File: src/rtl/twist.sv
// Twisted-ring (Johnson) counter, WIDTH bits, period 2*WIDTH; output is the state register itself.
// One step per clk edge with no stall; any state outside the ring is forced back to zero on the next edge.
module twist #(
    parameter int WIDTH = 8
) (
    input  logic             clk,
    input  logic             rst,
    output logic [WIDTH-1:0] cnt
);

    logic [WIDTH-1:0] cnt_q;
    logic [WIDTH-1:0] cnt_d;
    logic [WIDTH-2:0] pair_diff;
    logic             state_legal;

    // Ring states have at most one boundary between their run of ones and run of zeros.
    assign pair_diff   = cnt_q[WIDTH-2:0] ^ cnt_q[WIDTH-1:1];
    assign state_legal = ((pair_diff & (pair_diff - (WIDTH-1)'(1))) == '0);

    always_comb begin
        cnt_d = '0;
        if (state_legal) begin
            cnt_d = {cnt_q[WIDTH-2:0], ~cnt_q[WIDTH-1]};
        end
    end

    always_ff @(posedge clk) begin
        if (!rst) begin
            cnt_q <= '0;
        end else begin
            cnt_q <= cnt_d;
        end
    end

    assign cnt = cnt_q;

endmodule

File: config.mk
export PLATFORM = sky130hd
export DESIGN_NAME = twist
export DESIGN_NICKNAME = d
export VERILOG_FILES = /design/src/rtl/twist.sv
export SDC_FILE = /design/constraint.sdc
export NUM_CORES = 1
export LEC_CHECK = 0
export BUFFER_PORTS_ARGS = -buffer_cell sky130_fd_sc_hd__buf_2
export CAP_MARGIN = 5
export CORE_AREA = 2 2 39 41
export DETAILED_ROUTE_END_ITERATION = 8
export DIE_AREA = 0 0 41 43
export GPL_TIMING_DRIVEN = 0
export SETUP_SLACK_MARGIN = 0.5
export SYNTH_ARGS = -nofsm -noshare
export SYNTH_HDL_FRONTEND = slang
export SYNTH_SLANG_ARGS = --single-unit
export TNS_END_PERCENT = 50
File: constraint.sdc
create_clock -name clk -period 1.4 [get_ports clk]
set_clock_uncertainty 0.1 [all_clocks]
set_input_delay 0.21 -clock clk [delete_from_list [all_inputs] [get_ports clk]]
set_output_delay 0.21 -clock clk [all_outputs]
set_load 0.02 [all_outputs]
* Word-level counts from Yosys, hierarchy flattened
Cells that the tools add are included.
** Word-level totals
- Register bits after elaboration :: 8
- Latch bits :: 0
- RAM bits :: 0
- Memory bits (read-only) :: 0
- Bits of input ports :: 2
- Output and inout bits :: 8
- Word-level logic and storage cells :: 7
- Memories :: 0
** Operators by class
- $add $sub $neg :: 1
- Multipliers :: 0
- Divide/modulo/power cells :: 0
- Order comparisons :: 0
- Equality and inequality tests :: 0
- Shift-type cells :: 0
- Multiplexer cells :: 0
- Bitwise gates (word level) :: 3
- Reductions and logical operators :: 2
** Operator list (number)
- 7-bit AND :: 1
- 7-bit logical NOT :: 1
- 7-bit by 1-bit subtractor with 7-bit output (second input constant) :: 1
- 7-bit bitwise XOR :: 1
- 2-bit AND reduction :: 1
- 1-bit NOT :: 1

* Depth between registers and ports, before layout
- Word-level depth :: 5
- Mapped depth :: 4
- Depth with buffers taken out :: 4

* Worst setup path before layout
No wires, ideal clock.
- Path type :: flip-flop to flip-flop
- From :: register cnt_q[4] (netlist: cnt[4])
- To :: register cnt_q[4] (netlist: cnt[4])
- Setup time :: 0.060 ns
- Data arrival time :: 1.535 ns
- Data required time :: 1.240 ns
- Setup slack :: -0.295 ns
- Cell stages (with the launch flop) :: 5
- Path buffers :: 0
- Period minus slack after synthesis :: 1.695 ns
- Path through :: dfxtp_1 and2b_1 o41a_1 nor4_4 and2_1
** Between the ends
- Longest elaborated chain between the ends :: 5
** RTL lines
- start: declaration :: line 11 : logic [WIDTH-1:0] cnt_q;
- start signal: assignment :: line 31 : cnt_q <= cnt_d;
- 7-bit bitwise XOR * :: line 17 : assign pair_diff = cnt_q[WIDTH-2:0] ^ cnt_q[WIDTH-1:1];
- 7-bit by 1-bit subtractor with 7-bit output :: line 18 : assign state_legal = ((pair_diff & (pair_diff - (WIDTH-1)'(1))) == '0);
- 7-bit AND * :: line 18
- 7-bit logical NOT * :: line 18
- 2-bit AND reduction (no line) *
Mark *: on every way between the ends. The rest lies on a longest branch, timed or not.
A chain may end at the register's enable or synchronous reset.

* Worst setup path in the final report
- From :: register cnt_q[6] (netlist: cnt[6])
- To :: register cnt_q[5] (netlist: cnt[5])
Same word-level chain as after synthesis.

==> summary.md <==
| Metric | Value |
|---|---|
| Worst-Margin Slew | `361 ps` |
| Worst EP required | `1490 ps` |
| TritonCTS Buffers | `3` |
| Setup WS post-layout | `-203 ps` |
| # IOs | `10` |
| Max-slew violation count | `0` |
| Final Cycle Share | `1.15` |
| Area Overhead vs Synth | `50.9%` |
| Row count | `14` |
| IO Port Bufs | `9` |
| Failing checks | `setup timing` |
| Hold-fix buffers, CTS | `0` |
| Crit. End Element | `flip-flop` |
| Gr busiest metal | `met2` |
| Dpl ws | `-202 ps` |
| Met2 Track Usage GR | `0.178` |
| Die height | `43 um` |
| Mean post-synth cell area | `10.9 um2` |
| Clk_lat worst skew | `260 ps` |
| Min-delay worst type | `in2reg` |
| Drt drc | `0` |
| Mapped Cells | `33` |
| Top cells by count, synth | `dfxtp_1 (8), and2_1 (6), and2b_1 (3), nand2b_1 (2), o21bai_1 (2)` |
| Layout Nets | `53` |
| Vias | `309` |
| Register area share after synthesis | `0.446` |
| Async set-reset flop share out of synthesis | `0` |
| GR Util All Layers | `0.111` |
| Crit-path max FO | `6` |
| CTS tree | `built` |
| Starting DRT DRC Count | `5` |
| Final ANT Viol Nets | `0` |
| Root buffer cell | `clkbuf_4` |
| Final Critical Period | `1600 ps` |
| Post-synth EDFFs | `0` |
| Met1 Usage GRT | `0.125` |
| CTS max path bufs | `2` |
| Dominant cell type by area after synthesis | `dfxtp_1` |
| Vias in the first global route | `311` |
| Die Wd | `41 um` |
| Setup crit start kind | `flip-flop` |
| WL/cell | `13.0 um` |
| Final WL | `844 um` |
| VDD IR-drop max | `0.292 mV` |
| CP arrival | `1690 ps` |
| Die area | `1760 um2` |
| N_diodes | `0` |
| Max_cap viols | `0` |
| Relative slew slack | `0.759` |
| Final-report setup violation count | `8` |
| Gpl congestion | `0.679` |
| Synth top area cells | `dfxtp_1 (45%), and2_1 (10%), and2b_1 (6.3%), nor4_4 (5.9%), a32oi_2 (4.5%)` |
| Fraction of layout cells with a size suffix above 1 | `0.531` |
| First-pass GRT wire length | `1.31 mm` |
| Post-Syn Area | `359 um2` |
| R2R Setup Slk | `-200 ps` |
| Largest net degree at the start of global routing | `8` |
| H-tree Lvls | `1` |
| PD cells | `941 nW/um2` |
| Fmax | `624 MHz` |
| Yosys top cell area share | `0.446` |
| Fin Hold WS | `99.5 ps` |
| Post-synth top flop | `dfxtp_1` |
| Vias per cell | `4.75` |
| Max reg flops | `8` |
| CTS Sinks | `8` |
| Grt met3 use | `0.0157` |
| Final hold violations | `0` |
| Reg clk slew, reported paths | `60 ps` |
| Dpl hpwl | `558 um` |
| 1st-pass router iterations | `4` |
| Most common cell in the netlist | `dfxtp_1` |
| Synth Register Bits | `8` |
| Leakage | `0.232 nW` |
| Total gr overflow | `0` |
| Status | `finished, violations left` |
| RSZ-0062 raised after global routing | `yes` |
| Antenna violations before repair | `0` |
| Overall power | `0.510 mW` |
| Critical path type | `reg2reg` |
| Ys Warns | `0` |
| Synthesized Nets | `35` |
| CORE AREA | `1380 um2` |
| Initial Utilization | `0.259` |
| Post-synthesis cell type count | `17` |
## area by class of cell
type                    count  area [um2]
fillers                   139         842
multi-input cells          25         199
flip-flops and latches      8         181
repair buffers             13         119
clock buffers               3        22.5
well taps                  16        20.0
## final timing paths
path	start	end	cells after the start
worst max-delay path	cnt[6]$_SDFF_PN0_	cnt[5]$_SDFF_PN0_	4
worst min register to register	cnt[1]$_SDFF_PN0_	cnt[2]$_SDFF_PN0_	2
worst min-delay path	rst	cnt[2]$_SDFF_PN0_	3
worst max register to register	cnt[6]$_SDFF_PN0_	cnt[5]$_SDFF_PN0_	4
## cell usage in the layout (no fill, tap or decap), drive strengths merged
cell,Yosys,final
clkbuf,0,3
nand2,1,1
o41a,1,1
a22oi,1,1
and2b,4,4
nor2,1,1
nand2b,2,2
dfxtp,8,8
o21ai,1,1
a32oi,1,1
and2,6,6
buf,0,13
mux2i,1,1
and4b,1,1
nor4,2,2
o21bai,2,2
or2b,1,1
## worst max-delay path: stages, from the launching register on
cell and delay [ps]:
dfxtp_4 340, and2b_1 170, o41a_1 460, nor4_4 270, and2_1 200
## kinds of logic after synthesis
group              share of synthesized area
and+or+nand+nor                        0.373
DFF                                    0.446
muxes                                 0.0279
AOI/OAI and AO/OA                      0.153
## power by group
part	leakage (nW)	switching (mW)	total (mW)	internal [mW]
sequential	0.0698	0.0134	0.247	0.234
combinational	0.149	0.0387	0.0811	0.0424
clock	0.0138	0.0829	0.181	0.0984
## metal layers
layer,part of all wire,vias up
met2,0.54,13
met4,0.017,0
li1,-,153
met3,0.043,4
met5,0,-
met1,0.40,139
## through the flow
step           cell area (um2)  TNS, ps  cells  utilization
6_report                   542    -1100     65        0.392
5_1_grt                    542    -1850     65        0.392
4_1_cts                    518    -1220     64        0.374
3_5_place_dp               435    -1200     58        0.315
3_3_place_gp               435    -1130     58        0.315
2_1_floorplan              370     -653     33            -
## repair_timing
action / CTS / global route
gates cloned: 0 / 0
pin swaps: 4 / 3
gates resized for setup: 13 / 6
buffers inserted: 3 / 1
endpoints found under the setup margin: 16 / 16
No activity file was read; power rests on OpenSTA's default activity.
